===== config.mk =====
export PLATFORM = sky130hd
export DESIGN_NAME = lcd_ctrl
export DESIGN_NICKNAME = d
export VERILOG_FILES = /design/src/rtl/lcd_pkg.sv /design/src/rtl/lcd_fifo.sv /design/src/rtl/lcd_ctrl.sv
export SDC_FILE = /design/constraint.sdc
export NUM_CORES = 1
export LEC_CHECK = 0
export CAP_MARGIN = 15
export CORE_MARGIN = 2
export CORE_UTILIZATION = 55
export CTS_CLUSTER_SIZE = 12
export DETAILED_ROUTE_END_ITERATION = 16
export GPL_TIMING_DRIVEN = 0
export PLACE_DENSITY = 0.79
export SLEW_MARGIN = 20
export SYNTH_ARGS = -nofsm -noshare
export SYNTH_HDL_FRONTEND = slang
export SYNTH_SLANG_ARGS = --single-unit

===== constraint.sdc =====
create_clock -name clk_i -period 3.5 [get_ports clk_i]
set_clock_uncertainty 0.15 [all_clocks]
set_input_delay 0.7 -clock clk_i [delete_from_list [all_inputs] [get_ports clk_i]]
set_output_delay 0.7 -clock clk_i [all_outputs]
set_load 0.1 [all_outputs]

===== src/rtl/lcd_pkg.sv =====
// Shared types and constants for the HD44780 write sequencer.
package lcd_pkg;

  typedef enum logic [2:0] {
    ST_IDLE,
    ST_SETUP,
    ST_PULSE,
    ST_HOLD,
    ST_WAIT
  } lcd_state_e;

  localparam int LCD_ON_BIT = 31;
  localparam int LCD_EN_BIT = 10;
  localparam int LCD_RW_BIT = 9;
  localparam int LCD_RS_BIT = 8;

  localparam logic [7:0] OP_CLEAR    = 8'h01;
  localparam logic [7:0] OP_HOME     = 8'h02;
  localparam logic [7:0] OP_HOME_ALT = 8'h03;

  // Clear and return-home are the slow instructions on the controller.
  function automatic logic is_long_cmd(input logic rs, input logic [7:0] data);
    return !rs && (data == OP_CLEAR || data == OP_HOME || data == OP_HOME_ALT);
  endfunction

  function automatic int max2(input int a, input int b);
    return (a > b) ? a : b;
  endfunction

endpackage


===== src/rtl/lcd_fifo.sv =====
// Synchronous FIFO with registered occupancy; full/empty decode from the count.
module lcd_fifo #(
  parameter int DEPTH = 8,
  parameter int WIDTH = 9
) (
  input  logic                     clk,
  input  logic                     rst_n,
  input  logic                     push,
  input  logic [WIDTH-1:0]         wr_data,
  input  logic                     pop,
  output logic [WIDTH-1:0]         rd_data,
  output logic                     full,
  output logic                     empty,
  output logic [$clog2(DEPTH):0]   level
);

  localparam int AW = $clog2(DEPTH);
  localparam int LW = AW + 1;

  logic [WIDTH-1:0] mem [DEPTH];
  logic [AW-1:0]    wr_ptr;
  logic [AW-1:0]    rd_ptr;
  logic [LW-1:0]    count;
  logic             do_push;
  logic             do_pop;

  assign full    = (count == LW'(DEPTH));
  assign empty   = (count == '0);
  assign level   = count;
  assign rd_data = mem[rd_ptr];
  assign do_push = push && !full;
  assign do_pop  = pop && !empty;

  always_ff @(posedge clk) begin
    if (!rst_n) begin
      wr_ptr <= '0;
      rd_ptr <= '0;
      count  <= '0;
    end else begin
      if (do_push) wr_ptr <= wr_ptr + 1'b1;
      if (do_pop)  rd_ptr <= rd_ptr + 1'b1;
      count <= count + LW'(do_push) - LW'(do_pop);
    end
  end

  always_ff @(posedge clk) begin
    if (do_push) mem[wr_ptr] <= wr_data;
  end

endmodule


===== src/rtl/lcd_ctrl.sv =====
// HD44780 write sequencer: drains the store FIFO and times every EN pulse and post-command wait.
module lcd_ctrl
  import lcd_pkg::*;
#(
  parameter int DEPTH        = 8,
  parameter int SETUP_CYC    = 2,
  parameter int PULSE_CYC    = 12,
  parameter int HOLD_CYC     = 2,
  parameter int CMD_WAIT_CYC = 40,
  parameter int CLR_WAIT_CYC = 1600
) (
  input  logic                     clk_i,
  input  logic                     rst_ni,
  input  logic                     lcd_on_i,
  input  logic                     wr_valid_i,
  input  logic [8:0]               wr_data_i,
  output logic                     wr_ready_o,
  output logic                     busy_o,
  output logic [$clog2(DEPTH):0]   level_o,
  output logic [31:0]              io_lcd_o
);

  localparam int MAXC = max2(max2(SETUP_CYC, PULSE_CYC),
                             max2(HOLD_CYC, max2(CMD_WAIT_CYC, CLR_WAIT_CYC)));
  localparam int CW   = $clog2(MAXC + 1);

  lcd_state_e    state_q, state_d;
  logic [CW-1:0] cnt_q, cnt_d;
  logic [8:0]    hold_q;
  logic [8:0]    fifo_rd;
  logic          fifo_full;
  logic          fifo_empty;
  logic          pop;

  function automatic logic [CW-1:0] ld(input int n);
    return CW'(n - 1);
  endfunction

  lcd_fifo #(.DEPTH(DEPTH), .WIDTH(9)) u_fifo (
    .clk     (clk_i),
    .rst_n   (rst_ni),
    .push    (wr_valid_i),
    .wr_data (wr_data_i),
    .pop     (pop),
    .rd_data (fifo_rd),
    .full    (fifo_full),
    .empty   (fifo_empty),
    .level   (level_o)
  );

  // Counter is reloaded on every state entry and each state exits when it reaches zero.
  always_comb begin
    state_d = state_q;
    cnt_d   = (cnt_q == '0) ? cnt_q : cnt_q - 1'b1;
    pop     = 1'b0;
    unique case (state_q)
      ST_IDLE: begin
        if (!fifo_empty) begin
          state_d = ST_SETUP;
          cnt_d   = ld(SETUP_CYC);
          pop     = 1'b1;
        end
      end
      ST_SETUP: begin
        if (cnt_q == '0) begin
          state_d = ST_PULSE;
          cnt_d   = ld(PULSE_CYC);
        end
      end
      ST_PULSE: begin
        if (cnt_q == '0) begin
          state_d = ST_HOLD;
          cnt_d   = ld(HOLD_CYC);
        end
      end
      ST_HOLD: begin
        if (cnt_q == '0) begin
          state_d = ST_WAIT;
          cnt_d   = is_long_cmd(hold_q[8], hold_q[7:0]) ? ld(CLR_WAIT_CYC) : ld(CMD_WAIT_CYC);
        end
      end
      ST_WAIT: begin
        if (cnt_q == '0) begin
          if (!fifo_empty) begin
            state_d = ST_SETUP;
            cnt_d   = ld(SETUP_CYC);
            pop     = 1'b1;
          end else begin
            state_d = ST_IDLE;
          end
        end
      end
      default: state_d = ST_IDLE;
    endcase
  end

  always_ff @(posedge clk_i) begin
    if (!rst_ni) begin
      state_q <= ST_IDLE;
      cnt_q   <= '0;
      hold_q  <= '0;
    end else begin
      state_q <= state_d;
      cnt_q   <= cnt_d;
      if (pop) hold_q <= fifo_rd;
    end
  end

  always_comb begin
    io_lcd_o             = '0;
    io_lcd_o[LCD_ON_BIT] = lcd_on_i;
    io_lcd_o[LCD_EN_BIT] = (state_q == ST_PULSE);
    io_lcd_o[LCD_RW_BIT] = 1'b0;
    io_lcd_o[LCD_RS_BIT] = hold_q[8];
    io_lcd_o[7:0]        = hold_q[7:0];
  end

  assign wr_ready_o = !fifo_full;
  assign busy_o     = !fifo_empty || (state_q != ST_IDLE);

endmodule


==> flow_metrics.py <==
metrics = {
    "run_status": {
        "status": "finished clean",
    },
    "setup_path": {
        "slowest_delay_ns": 1.16,
        "crit_required_ns": 2.65,
        "path_max_fanout": 10,
        "critPathLaunchType": "flip-flop",
        "critPathKind": "reg2out",
        "critPathSlowestCell": "clkdlybuf4s50_1",
        "ff2ff_path_depth": 14,
        "arrival_ns": 2.53,
        "end_kind": "output pin",
        "path_cells": "clkbuf_1 -> nor3b_2 -> clkdlybuf4s50_1",
    },
    "clocking": {
        "insertion_delay_ns": 0.37,
        "cts_setup_buffers": 0,
        "clkTransAtPathRegs_ns": 0.10,
        "max-clock-path-buffers": 2,
        "clock-root-buffer": "clkbuf_8",
        "tritoncts": "yes",
        "cts_hold_buf": 0,
        "htreeDepth": 3,
        "cts-buffers-inserted": 9,
        "clock_sinks": 105,
    },
    "die": {
        "core_area_um2": 8300,
        "die_y_um": 97.1,
        "rows": 33,
        "die_area_um2": 9420,
        "start_util": 0.574,
        "io_pins": 51,
        "die_w_um": 97.1,
    },
    "sta": {
        "whs_ns": 0.383,
        "finalHoldViolCount": 0,
        "slew_headroom": 0.337,
        "fmax_ghz": 0.296,
        "rsz0062_at_grt": "false",
        "layout_setup_ws_ns": 0.123,
        "period_share": 0.965,
        "tightest_slew_ns": 0.991,
        "fin_crit_ns": 3.38,
        "setup_viol": 0,
        "slew_violations": 0,
    },
    "global_route": {
        "gr-usage-all-layers": 0.194,
        "grt_max_degree": 20,
        "first_global_vias": 2775,
        "antenna_found_initial": 0,
        "overflow": 0,
        "grt_pass1_wl_mm": 14.2,
    },
    "power": {
        "totalPowerFinal_uw": 5060,
        "p_switching_uw": 2230,
        "irDropWorstVdd_mv": 0.449,
        "p_seq_frac": 0.328,
        "intPower_uw": 2830,
        "power.density_nw_per_um2": 921,
        "switching_share": 0.441,
        "cellLeakagePower_uw": 0.00207,
        "clock_power_share": 0.152,
        "power_frac_comb": 0.520,
    },
    "drt": {
        "routed.top_layer": "met4",
        "route.met3.wl_um": 525,
        "wl_met2_mm": 4.40,
        "via_count": 2902,
        "wl_per_cell_um": 16.9,
        "ant_nets": 0,
        "drc": 0,
        "viasPerCell": 5.59,
        "dr.first_iter.drc_count": 115,
        "met1_length_mm": 3.71,
        "drt_wl_total_mm": 8.75,
        "dr.pass1.iters": 4,
    },
    "synthesis": {
        "synth_area_um2": 4760,
        "ys_ff_latch": 105,
        "ys_seq_area_frac": 0.592,
        "yosysTopAreaCell": "edfxtp_1",
        "synth_top_cell_area_share": 0.454,
        "synth.area.top_cells": "edfxtp_1, dfxtp_1, mux4_2, buf_4, mux2i_1",
        "async_flop_share": 0,
        "yosysWarnings": 0,
        "ys_types": 51,
        "avgSynthCellArea_um2": 13.7,
        "syn_inst": 349,
        "synth_commonest_cells": "edfxtp_1, dfxtp_1, nand2_1",
        "synth-edff-count": 72,
        "synth_ff_type": "edfxtp_1",
        "synth_most_common_cell": "edfxtp_1",
    },
    "place": {
        "portBuffers": 28,
        "hpwlAfterDp_mm": 6.13,
        "place_congestion": 0.864,
        "dp_slack_ns": 0.174,
        "placed_area_um2": 5280,
    },
    "final_layout": {
        "fin_area_um2": 5490,
        "nNetsFinal": 435,
        "drive_above_1_share": 0.184,
        "synthToLayoutAreaGrowth_pct": 15.3,
        "antenna_cells": 0,
    },
    "run": {
        "max_cap_viol_count": 0,
    },
    "hold_path": {
        "hold_path_depth": 1,
        "hp-class": "reg2reg",
    },
}
[per-stage QoR]
stage / setup TNS (ns) / utilization / cells
2_1_floorplan: 0 / - / 369
3_3_place_gp: -0.370 / 0.633 / 502
3_5_place_dp: 0 / 0.636 / 504
4_1_cts: 0 / 0.661 / 519
5_1_grt: 0 / 0.662 / 519
6_report: 0 / 0.662 / 519
[flip-flops by register name, indices dropped and copies added (netlist names)]
| signal | cells |
|---|---|
| u_fifo.wr_ptr | 3 |
| state_q | 3 |
| cnt_q | 11 |
| u_fifo.mem | 72 |
| u_fifo.level | 4 |
| u_fifo.rd_ptr | 3 |
| hold_q | 9 |
[routing by layer]
metal,GRT usage,vias up
met4,0.0488,0
met3,0.0540,12
li1,-,1374
met5,0,-
met2,0.326,93
met1,0.251,1423
[worst max-delay path, delay by kind of cell (launching register included)]
kind | cells | cell delay (ns)
and+or+nand+nor | 1 | 0.27
DFF | 1 | 0.39
buffers and inverters | 2 | 1.50
[cells by family after synthesis]
family / synth area share
adders and majority gates: 0.0331
muxes: 0.117
DFF: 0.592
buffers and inverters: 0.0591
and+or+nand+nor: 0.113
other: 0.000787
xor gates and xnor gates: 0.0218
AOI/OAI and AO/OA: 0.0625
[area by class of cell]
| class | instances | area, um2 |
|---|---|---|
| Inverter | 11 | 41.3 |
| Clock inverter | 6 | 81.3 |
| Tap cell | 105 | 131 |
| Sequential cell | 105 | 2820 |
| Clock buffer | 9 | 124 |
| Timing Repair Buffer | 30 | 294 |
| Multi-Input combinational cell | 215 | 1760 |
| Fill cell | 619 | 2810 |
| Buffer | 38 | 240 |
[placed cells by master, fill, tap and decap left out, drive strengths merged, types with 3 or more instances in the layout]
cell type,count
a211oi,3
a21boi,3
o211a,9
dfxtp,33
edfxtp,72
nor3b,4
xor2,6
a21oi,9
clkdlybuf4s50,27
mux2i,14
ha,11
clkbuf,19
o211ai,3
mux4,18
and2,5
nor3,12
nand2,27
xnor2,5
nor2,17
inv,15
conb,21
o21ai,3
and3,4
nor4,3
buf,30
nand2b,6
nor2b,8
[what timing repair did]
action                     4_1_cts  5_1_grt
resized for setup                1        1
setup endpoints to repair        1        2
pin swaps                        0        0
[path summary, 6_finish.rpt]
path | start | to | slack [ns]
setup reg to reg | cnt_q[0] | u_fifo.level[2] | 0.24
hold / removal | hold_q[4] | hold_q[4] | 0.38
setup / recovery | state_q[1] | io_lcd_o[10] | 0.12
hold reg to reg | hold_q[4] | hold_q[4] | 0.38
[power groups by stage]
| stage | Combinational, uW | Clock [uW] | Sequential (uW) |
|---|---|---|---|
| 2_1_floorplan | 1700 | 0 | 2040 |
| 3_3_place_gp | 2530 | 0 | 1670 |
| 3_5_place_dp | 2610 | 0 | 1680 |
| 4_1_cts | 2620 | 784 | 1650 |
| 5_1_grt | 2850 | 826 | 1680 |
| 6_report | 2630 | 771 | 1660 |
(Power assumes the default switching activity.)
